--- config.mk ---
export PLATFORM = sky130hd
export DESIGN_NAME = arp_ctrl
export DESIGN_NICKNAME = d
export VERILOG_FILES = /design/src/rtl/arp_ctrl.sv
export SDC_FILE = /design/constraint.sdc
export NUM_CORES = 1
export LEC_CHECK = 0
export ABC_AREA = 1
export BUFFER_PORTS_ARGS = -buffer_cell sky130_fd_sc_hd__buf_2
export CORE_MARGIN = 5
export CORE_UTILIZATION = 53
export CTS_BUF_LIST = sky130_fd_sc_hd__clkbuf_4 sky130_fd_sc_hd__clkbuf_8
export CTS_CLUSTER_DIAMETER = 100
export DETAILED_ROUTE_END_ITERATION = 16
export GPL_TIMING_DRIVEN = 0
export HOLD_SLACK_MARGIN = 0.15
export PLACE_DENSITY_LB_ADDON = 0.1
export SLEW_MARGIN = 20
export SYNTH_ARGS = -nofsm -noshare
export SYNTH_HDL_FRONTEND = slang
export SYNTH_SLANG_ARGS = --single-unit
--- constraint.sdc ---
create_clock -name gmii_clk -period 1.7 [get_ports gmii_clk]
set_input_delay 0.34 -clock gmii_clk [delete_from_list [all_inputs] [get_ports gmii_clk]]
set_output_delay 0.34 -clock gmii_clk [all_outputs]
set_load 0.01 [all_outputs]
--- src/rtl/arp_ctrl.sv ---
// ARP control sequencer: resolves IPv4 -> MAC through a one-entry cache with
// timeout/retry, answers peer ARP requests and shares the single ARP tx port
// between outgoing requests and pending replies.
module arp_ctrl #(
   parameter int unsigned TIMEOUT_CYC = 1_250_000,
   parameter int unsigned MAX_TRIES   = 3,
   parameter logic [47:0] BCAST_MAC   = 48'hFFFF_FFFF_FFFF
) (
   input  logic        gmii_clk,
   input  logic        sys_rst_n,
   input  logic        resolve_req,
   input  logic [31:0] resolve_ip,
   output logic        resolve_done,
   output logic        resolve_ok,
   output logic [47:0] resolved_mac,
   output logic        busy,
   output logic        arp_tx_en,
   output logic        arp_tx_type,
   output logic [47:0] des_mac,
   output logic [31:0] des_ip,
   input  logic        tx_done,
   input  logic        arp_rx_done,
   input  logic        arp_rx_type,
   input  logic [47:0] rx_src_mac,
   input  logic [31:0] rx_src_ip
);

   localparam int unsigned TMR_W = (TIMEOUT_CYC > 1) ? $clog2(TIMEOUT_CYC) : 1;
   localparam int unsigned TRY_W = $clog2(MAX_TRIES + 1);
   localparam logic [TMR_W-1:0] TMR_LAST = TMR_W'(TIMEOUT_CYC - 1);
   localparam logic [TRY_W-1:0] TRY_MAX  = TRY_W'(MAX_TRIES);

   typedef enum logic [2:0] {
      IDLE, TX_REQ, WAIT_TXREQ, WAIT_RPLY, TX_RPLY, WAIT_TXRPLY
   } state_t;

   state_t            state, state_nxt, ret, ret_nxt;
   logic              pend_rply;
   logic [47:0]       pend_mac;
   logic [31:0]       pend_ip;
   logic              clr_pend;
   logic              cache_vld, cache_vld_nxt;
   logic [31:0]       cache_ip, cache_ip_nxt;
   logic [47:0]       cache_mac_nxt;
   logic [31:0]       tgt_ip, tgt_ip_nxt;
   logic [TRY_W-1:0]  tries, tries_nxt;
   logic [TMR_W-1:0]  timer, timer_nxt;
   logic              hit_lat, hit_lat_nxt;
   logic [47:0]       hit_mac, hit_mac_nxt;
   logic              done_nxt, ok_nxt, tx_en_nxt, tx_type_nxt;
   logic [47:0]       des_mac_nxt;
   logic [31:0]       des_ip_nxt;

   logic rx_match_c;
   logic pend_cap_c;
   assign rx_match_c = arp_rx_done && arp_rx_type && (rx_src_ip == tgt_ip);
   assign pend_cap_c = arp_rx_done && !arp_rx_type;

   // Next-state, datapath and output decode
   always_comb begin
      state_nxt     = state;
      ret_nxt       = ret;
      tgt_ip_nxt    = tgt_ip;
      tries_nxt     = tries;
      timer_nxt     = timer;
      cache_vld_nxt = cache_vld;
      cache_ip_nxt  = cache_ip;
      cache_mac_nxt = resolved_mac;
      hit_lat_nxt   = hit_lat;
      hit_mac_nxt   = hit_mac;
      done_nxt      = 1'b0;
      ok_nxt        = 1'b0;
      tx_en_nxt     = 1'b0;
      tx_type_nxt   = arp_tx_type;
      des_mac_nxt   = des_mac;
      des_ip_nxt    = des_ip;
      clr_pend      = 1'b0;

      case (state)
         IDLE: begin
            if (pend_rply) begin
               state_nxt = TX_RPLY;
               ret_nxt   = IDLE;
            end else if (resolve_req) begin
               if (cache_vld && (resolve_ip == cache_ip)) begin
                  done_nxt = 1'b1;
                  ok_nxt   = 1'b1;
               end else begin
                  tgt_ip_nxt  = resolve_ip;
                  tries_nxt   = '0;
                  hit_lat_nxt = 1'b0;
                  state_nxt   = TX_REQ;
               end
            end
         end
         TX_REQ: begin
            tx_en_nxt   = 1'b1;
            tx_type_nxt = 1'b0;
            des_mac_nxt = BCAST_MAC;
            des_ip_nxt  = tgt_ip;
            tries_nxt   = tries + TRY_W'(1);
            state_nxt   = WAIT_TXREQ;
         end
         WAIT_TXREQ: begin
            if (tx_done) begin
               timer_nxt = '0;
               state_nxt = WAIT_RPLY;
            end
         end
         WAIT_RPLY: begin
            if (timer != TMR_LAST) timer_nxt = timer + TMR_W'(1);
            if (rx_match_c || hit_lat) begin
               cache_vld_nxt = 1'b1;
               cache_ip_nxt  = tgt_ip;
               cache_mac_nxt = rx_match_c ? rx_src_mac : hit_mac;
               hit_lat_nxt   = 1'b0;
               done_nxt      = 1'b1;
               ok_nxt        = 1'b1;
               state_nxt     = IDLE;
            end else if (pend_rply) begin
               state_nxt = TX_RPLY;
               ret_nxt   = WAIT_RPLY;
            end else if (timer == TMR_LAST) begin
               if (tries < TRY_MAX) begin
                  state_nxt = TX_REQ;
               end else begin
                  done_nxt  = 1'b1;
                  state_nxt = IDLE;
               end
            end
         end
         TX_RPLY: begin
            tx_en_nxt = 1'b1;
            state_nxt = WAIT_TXRPLY;
         end
         WAIT_TXRPLY: begin
            if (tx_done) state_nxt = ret;
         end
         default: state_nxt = IDLE;
      endcase

      // A resolution in progress keeps its clock running and remembers a matching reply
      if (((state == TX_RPLY) || (state == WAIT_TXRPLY)) && (ret == WAIT_RPLY)) begin
         if (timer != TMR_LAST) timer_nxt = timer + TMR_W'(1);
         if (rx_match_c) begin
            hit_lat_nxt = 1'b1;
            hit_mac_nxt = rx_src_mac;
         end
      end

      // Reply frame fields are taken from the pending slot as it is consumed
      if ((state_nxt == TX_RPLY) && (state != TX_RPLY)) begin
         clr_pend    = 1'b1;
         tx_type_nxt = 1'b1;
         des_mac_nxt = pend_mac;
         des_ip_nxt  = pend_ip;
      end
   end

   // State register
   always_ff @(posedge gmii_clk or negedge sys_rst_n) begin
      if (!sys_rst_n) begin
         state <= IDLE;
         ret   <= IDLE;
      end else begin
         state <= state_nxt;
         ret   <= ret_nxt;
      end
   end

   // Pending-reply slot; a fresh capture beats the clear
   always_ff @(posedge gmii_clk or negedge sys_rst_n) begin
      if (!sys_rst_n) begin
         pend_rply <= 1'b0;
         pend_mac  <= '0;
         pend_ip   <= '0;
      end else if (pend_cap_c) begin
         pend_rply <= 1'b1;
         pend_mac  <= rx_src_mac;
         pend_ip   <= rx_src_ip;
      end else if (clr_pend) begin
         pend_rply <= 1'b0;
      end
   end

   // Resolution datapath: target, retries, timer, cache
   always_ff @(posedge gmii_clk or negedge sys_rst_n) begin
      if (!sys_rst_n) begin
         tgt_ip    <= '0;
         tries     <= '0;
         timer     <= '0;
         cache_vld <= 1'b0;
         cache_ip  <= '0;
         hit_lat   <= 1'b0;
         hit_mac   <= '0;
      end else begin
         tgt_ip    <= tgt_ip_nxt;
         tries     <= tries_nxt;
         timer     <= timer_nxt;
         cache_vld <= cache_vld_nxt;
         cache_ip  <= cache_ip_nxt;
         hit_lat   <= hit_lat_nxt;
         hit_mac   <= hit_mac_nxt;
      end
   end

   // Registered outputs
   always_ff @(posedge gmii_clk or negedge sys_rst_n) begin
      if (!sys_rst_n) begin
         resolve_done <= 1'b0;
         resolve_ok   <= 1'b0;
         resolved_mac <= '0;
         busy         <= 1'b0;
         arp_tx_en    <= 1'b0;
         arp_tx_type  <= 1'b0;
         des_mac      <= '0;
         des_ip       <= '0;
      end else begin
         resolve_done <= done_nxt;
         resolve_ok   <= ok_nxt;
         resolved_mac <= cache_mac_nxt;
         busy         <= (state_nxt != IDLE);
         arp_tx_en    <= tx_en_nxt;
         arp_tx_type  <= tx_type_nxt;
         des_mac      <= des_mac_nxt;
         des_ip       <= des_ip_nxt;
      end
   end

endmodule

==> metrics.csv, run 1 <==
metric;value;unit
status;complete, but fails checks;
failing checks;hold timing, setup timing;
Reg2Reg Setup Slack;-0.46;ns
worst reg2reg startpoint;tgt_ip[8];
Synth cell types;36;
crit path max fanout;10;
Via density;5.30;
first-pass GRT wire length;83100;um
total number of vias;16468;
IO Pins;251;
final worst slack;-0.461;ns
cells along the critical path;xnor2_1, nand2_1, nor2_1, nand2_1, nor2_2, nand3_4, nand2_4, nand2_8, buf_6, buf_4, nand3_1, nand2_1, nand2_1;
Root Buffer;clkbuf_8;
CP top delay family;simple AND/OR/NAND/NOR gates;
die span in y;187;um
Post-synth ARST share;1.00;
Commonest cells post-synth;nand2_1 (862), dfrtp_1 (355), inv_1 (242);
pwr dens;1730;nW/um^2
area delta synth->final;40.1;%
initial cell density of the core;0.539;
final hold slack;-0.322;ns
CTS Buf Count;58;
Area contributors post-synth;dfrtp_1 (54%), nand2_1 (20%), o21ai_0 (6.3%);
number of max-cap violations;0;
DR WL/cell;17.5;um
CP max-delay cell;dfrtp_1;
setup repair after global routing missed its margin;true;
Fin. Hold Viols;64;
fin crit share;1.27;
max frequency;463;MHz
Syn Std Cell Area;16600;um^2
endpoint type of the worst setup path;register;
layout cell share with drive strength beyond 1;0.275;
Syn Nets;2282;
skew final;0.0302;ns
die width;187;um
initial antenna violation count;3;
filler cell count;2266;
Core Box Area;30700;um^2
largest net degree at the start of global routing;88;
Port Buffers;250;
leakage power total;12.2;nW
worst setup path startpoint;tgt_ip[8];
most common cell in the netlist;nand2_1;
Detail Route Antenna Nets;0;
DR iter-0 viols;1471;
Clock Sink Count;355;
Req. time, crit path;2.22;ns
Post-Synth Simple-Gate Area;0.282;
adder-cell area share of the yosys netlist;0.00151;
fin cells;3107;
placed cell areas;18500;um^2
R2R cell count;13;
hold buffer count at CTS;116;
Synth top area share;0.536;
Layout Utilization;0.755;
Clk pin slew, worst setup/hold paths;0.06;ns
maximum vdd drop;0.892;mV
slew margin rel.;0.463;
Worst Max-Slew Pin Slew;0.806;ns
DR pass1 iterations;6;
Final TNS setup;-85.50;ns
CP arrival;2.68;ns
slowest cell delay on critical path;0.42;ns
H-tree levels;2;
Synth area leader;dfrtp_1;
CP bufs+invs;2;
Crit path depth;13;
detailed-route DRC error count;0;
clk_lat worst skew;0.61;ns
final instance area;23200;um^2
final max-slew violation count;0;
main combinational cell family by area after synthesis;simple AND/OR/NAND/NOR gates;
post-layout min period;2.16;ns
final setup vio count;272;
post-synthesis xor/xnor area fraction;0.0159;
flop and latch count out of synthesis;355;
total grt overflow;0;
GP Congestion;0.915;
Most used DFF post-synth;dfrtp_1;
Mean Syn Cell Area;7.66;um^2
cell occurring most often along the worst timing path;nand2_1;
post-place setup slack;-1.03;ns
Worst Setup Start Kind;register;
sequential area share after synthesis;0.536;
fin nets;2787;
Pwr Total;40.2;mW
Compound-Gate Fraction of Synth Area;0.0787;
Overall Global Routing Usage;0.291;
vias in the first global route;16106;
Die ar.;34900;um^2
CTS tree;built;
worst min-delay path class;in2async;
Routed WL;54500;um
EDFF count, synth;0;
FP Rows;64;
CTS max path bufs;3;
worst r2r dst;des_ip[30];
Crit Path Category;reg2reg;
mux contribution to synthesized area;0;
Final HPWL DP;35000;um
Synth Instances;2162;
worst setup path end;des_ip[30];
Yosys warning count;0;
dpl cells;2812;
[repair_timing]
action | in CTS | in global routing
pin swaps | 22 | 47
setup buffers | 26 | 40
resized for setup | 187 | 418
endpoints found under the setup margin | 294 | 305
cloned | 6 | 11
hold endpoints to repair | 233 | 64
[cell usage in the layout (no fill, tap or decap), types with 26 or more instances in the layout]
master | synthesis | layout
nand2_1 | 862 | 770
dfrtp_1 | 355 | 350
buf_2 | 22 | 254
inv_1 | 242 | 237
nand3_1 | 194 | 183
dlygate4sd3_1 | 0 | 116
o21ai_0 | 210 | 109
clkbuf_8 | 0 | 76
nand2_2 | 2 | 60
o21ai_2 | 1 | 60
nor2_1 | 68 | 53
buf_4 | 1 | 48
o21ai_1 | 3 | 37
clkbuf_4 | 0 | 33
nand2_4 | 0 | 29
buf_6 | 2 | 29
buf_8 | 0 | 26
[routing by layer]
layer,wire length (um),track usage,vias up
li1,-,-,7763
met1,22100,0.382,7845
met2,26200,0.477,716
met3,4440,0.0717,144
met4,1800,0.102,0
met5,0,0,-
[worst reg2reg max path, stage by stage, from the launching register on]
cell	delay [ns]
dfrtp_1	0.42
xnor2_1	0.20
nand2_1	0.11
nor2_1	0.12
nand2_1	0.09
nor2_2	0.14
nand3_4	0.13
nand2_4	0.11
nand2_8	0.11
buf_6	0.19
buf_4	0.20
nand3_1	0.08
nand2_1	0.10
nand2_1	0.08
[registers in the layout (all words and copies together) (netlist names), 32 cells and up]
signal,flops
pend_ip,32
tgt_ip,32
resolved_mac,48
cache_ip,32
pend_mac,48
des_ip,32
des_mac,48
hit_mac,48
[logic make-up (layout without fill, tap and decap cells)]
group                      after synthesis  after routing
and+or+nand+nor                       1158           1159
buffers and inverters                  365            910
DFF                                    355            355
AOI/OAI and AO/OA                      252            252
xor gates and xnor gates                30             30
adders and majority gates                2              2
other                                    0              3
[worst min-delay path by stage]
stage                     cells past startpoint          to  slack (ns)
after floorplan                               0   arp_tx_en        0.04
after global placement                        2   cache_vld        0.44
after detailed placement                      1  des_ip[17]        0.33
after CTS                                     1  des_ip[17]       -0.31
after global routing                          1  des_ip[17]       -0.29
final                                         1  des_ip[17]       -0.32
[final cells by class]
| type | instances | area, um^2 | share of cell area |
|---|---|---|---|
| Sequential cell | 355 | 8890 | 0.383 |
| Buffer | 106 | 921 | 0.0397 |
| Inverter | 256 | 976 | 0.0420 |
| Multi-Input combinational cell | 1443 | 7280 | 0.314 |
| Antenna cell | 3 | 7.51 | 0.000323 |
| Timing Repair Buffer | 447 | 3450 | 0.149 |
| Clock inverter | 10 | 63.8 | 0.00275 |
| Clock buffer | 91 | 1130 | 0.0488 |
| Tap cell | 396 | 495 | 0.0213 |
[power breakdown]
group	internal (mW)	total [mW]	switching [mW]
Combinational	7.69	18.1	10.4
Clock	4.21	7.67	3.45
Sequential	11.9	14.5	2.51
Total	23.9	40.2	16.4
No activity file was read; power rests on OpenSTA's default activity.
==> inputs of run 2 (changes only) <==
- RECOVER_POWER: unset -> 100
==> metrics.csv, run 2 (synthesized netlist as in run 1, its figures left out) <==
metric;value;unit;change
M1 GR Usage;0.382;;unchanged
status;complete, but fails checks;;
CTS max path bufs;3;;unchanged
net switching power;16.4;mW;+0.29%
switch share;0.412;;+0.00507
leakage power total;11.8;nW;-3.4%
most frequent cells in the layout;nand2_1 (770), dfrtp_1 (350), inv_1 (237);;
initial antenna violation count;3;;unchanged
vias in the first global route;16106;;unchanged
Overall Global Routing Usage;0.291;;unchanged
slew margin rel.;0.168;;-0.294
Via density;5.30;;about the same
CP arrival;2.64;ns;-0.04 ns
worst min-delay path class;in2async;;
cell occurring most often along the worst timing path;nand2_1;;
most crowded layer after global routing;met2;;
first-pass GRT wire length;83100;um;unchanged
fin nets;2787;;unchanged
total number of vias;16461;;-0.043%
crit path max fanout;10;;unchanged
placed cell areas;18500;um^2;unchanged
clk_lat worst skew;0.61;ns;about the same
max frequency;463;MHz;about the same
R2R cell count;12;;-1
Core Box Area;30700;um^2;unchanged
number of max-cap violations;0;;unchanged
die span in y;187;um;unchanged
register share of total power;0.364;;+0.005
CP bufs+invs;2;;unchanged
total grt overflow;0;;unchanged
Clock Sink Count;355;;unchanged
Worst Max-Slew Pin Slew;1.25;ns;+0.441 ns
FP Rows;64;;unchanged
DR iter-0 viols;1346;;-8.5%
largest net degree at the start of global routing;88;;unchanged
Req. time, crit path;2.17;ns;-0.05 ns
H-tree levels;2;;unchanged
GR Layer Usage met3;0.0717;;unchanged
Detail Route Antenna Nets;0;;unchanged
failing checks;hold timing, setup timing;;
DR WL/cell;17.6;um;+0.13%
worst r2r dst;resolved_mac[6];;
Crit Path Category;reg2reg;;
GP Congestion;0.915;;unchanged
Worst Setup Start Kind;register;;
Reg2Reg Setup Slack;-0.46;ns;about the same
initial cell density of the core;0.539;;unchanged
final hold slack;-0.346;ns;-0.0245 ns
maximum vdd drop;0.885;mV;-0.77%
cells along the critical path;xnor2_1, nand2_1, nor2_1, nand2_1, nor2_2, nand3_4, nand2_4, nand2_8, buf_4, clkbuf_4, nand2_1, nand2_1;;
Clk pin slew, worst setup/hold paths;0.06;ns;about the same
CP top delay family;simple AND/OR/NAND/NOR gates;;
worst reg2reg startpoint;tgt_ip[8];;
detailed-route DRC error count;0;;unchanged
Die ar.;34900;um^2;unchanged
DR pass1 iterations;6;;unchanged
P_int;23.4;mW;-1.8%
Final HPWL DP;35000;um;unchanged
final max-slew violation count;0;;unchanged
slowest cell delay on critical path;0.42;ns;about the same
die width;187;um;unchanged
layout cell share with drive strength beyond 1;0.225;;-0.0495
Routed WL;54600;um;+0.16%
final instance area;23000;um^2;-0.94%
CTS Buf Count;58;;unchanged
Port Buffers;250;;unchanged
setup repair after global routing missed its margin;true;;
Fin. Hold Viols;64;;unchanged
filler cell count;2345;;+3.5%
commonest non-fill, non-tap cell in the layout;nand2_1;;
met2 Track Usage GR;0.477;;unchanged
post-place setup slack;-1.03;ns;unchanged
fin crit share;1.27;;about the same
Root Buffer;clkbuf_8;;
CTS tree;built;;
Comb power frac;0.443;;-0.007
CP max-delay cell;dfrtp_1;;
endpoint type of the worst setup path;register;;
pwr dens;1730;nW/um^2;about the same
hold buffer count at CTS;116;;unchanged
post-layout min period;2.16;ns;+0.000705 ns
Layout Utilization;0.748;;-0.00708
IO Pins;251;;unchanged
area delta synth->final;38.8;%;
final setup vio count;351;;+29%
skew final;0.0316;ns;+0.00140 ns
final worst slack;-0.462;ns;-0.000705 ns
clock share of power;0.192;;about the same
[run 2: cell count changes in the layout (fill, tap and decap cells not counted), sizes merged]
| cell | previous run | this run |
|---|---|---|
| diode | 3 | 4 |
| buf | 376 | 240 |
| clkbuf | 151 | 287 |
[run 2: timing repair]
action,in CTS,in global routing
gates resized for setup,187,418
pin swaps,22,47
setup endpoints to repair,294,305
hold endpoints to repair,233,64
setup buffers,26,40
cloned,6,11
[run 2: metal layers]
layer  part of all wire  wire, um  vias to the layer above
met2               0.48     26100                      679
met3              0.081      4430                      141
met4              0.033      1780                        0
met1               0.41     22300                     7882
li1                   -         -                     7759
met5                  0         0                        -
[run 2: worst max-delay path by stage]
stage                  startpoint          endpoint  cells after the start
floorplan              tgt_ip[18]       des_mac[42]                     16
global placement        sys_rst_n  resolved_mac[21]                      1
detailed placement  rx_src_ip[19]      resolve_done                     12
CTS                    tgt_ip[13]        des_ip[30]                     16
global route           tgt_ip[30]      cache_ip[22]                     14
finish                  tgt_ip[8]   resolved_mac[6]                     12
[run 2: final cells by class]
| type | instances | area, um^2 | share of cell area |
|---|---|---|---|
| diodes | 4 | 10.0 | 0.000435 |
| plain buffers | 106 | 921 | 0.0400 |
| clock buffers | 91 | 1130 | 0.0493 |
| clock inverters | 10 | 63.8 | 0.00277 |
| inverters | 256 | 976 | 0.0424 |
| multi-input cells | 1443 | 7280 | 0.317 |
| flip-flops and latches | 355 | 8890 | 0.387 |
| well taps | 396 | 495 | 0.0215 |
| repair buffers | 447 | 3230 | 0.140 |
[run 2: power by group through the flow]
stage / registers, mW / clock network (mW) / logic [mW]
after floorplan: 14.5 / 0 / 8.53
after global placement: 14.2 / 0 / 13.6
after detailed placement: 14.3 / 0 / 13.9
after CTS: 14.2 / 7.73 / 15.7
after global routing: 14.9 / 8.14 / 19.7
final: 14.5 / 7.67 / 17.7
[run 2: stage by stage]
step / std cells / power (mW) / setup TNS (ns)
floorplan: 2162 / 23.1 / 0
global placement: 2808 / 27.7 / -2601.73
detailed placement: 2812 / 28.2 / -260.67
CTS: 3060 / 37.7 / -86.61
global route: 3107 / 42.6 / -147.79
finish: 3108 / 39.8 / -89.86
[run 2: worst reg2reg max path: cells and delay by family, from the launching register on]
| family | cells | cell delay (ns) |
|---|---|---|
| xor+xnor | 1 | 0.19 |
| buf+inv | 2 | 0.43 |
| flops | 1 | 0.42 |
| simple gates | 9 | 0.98 |
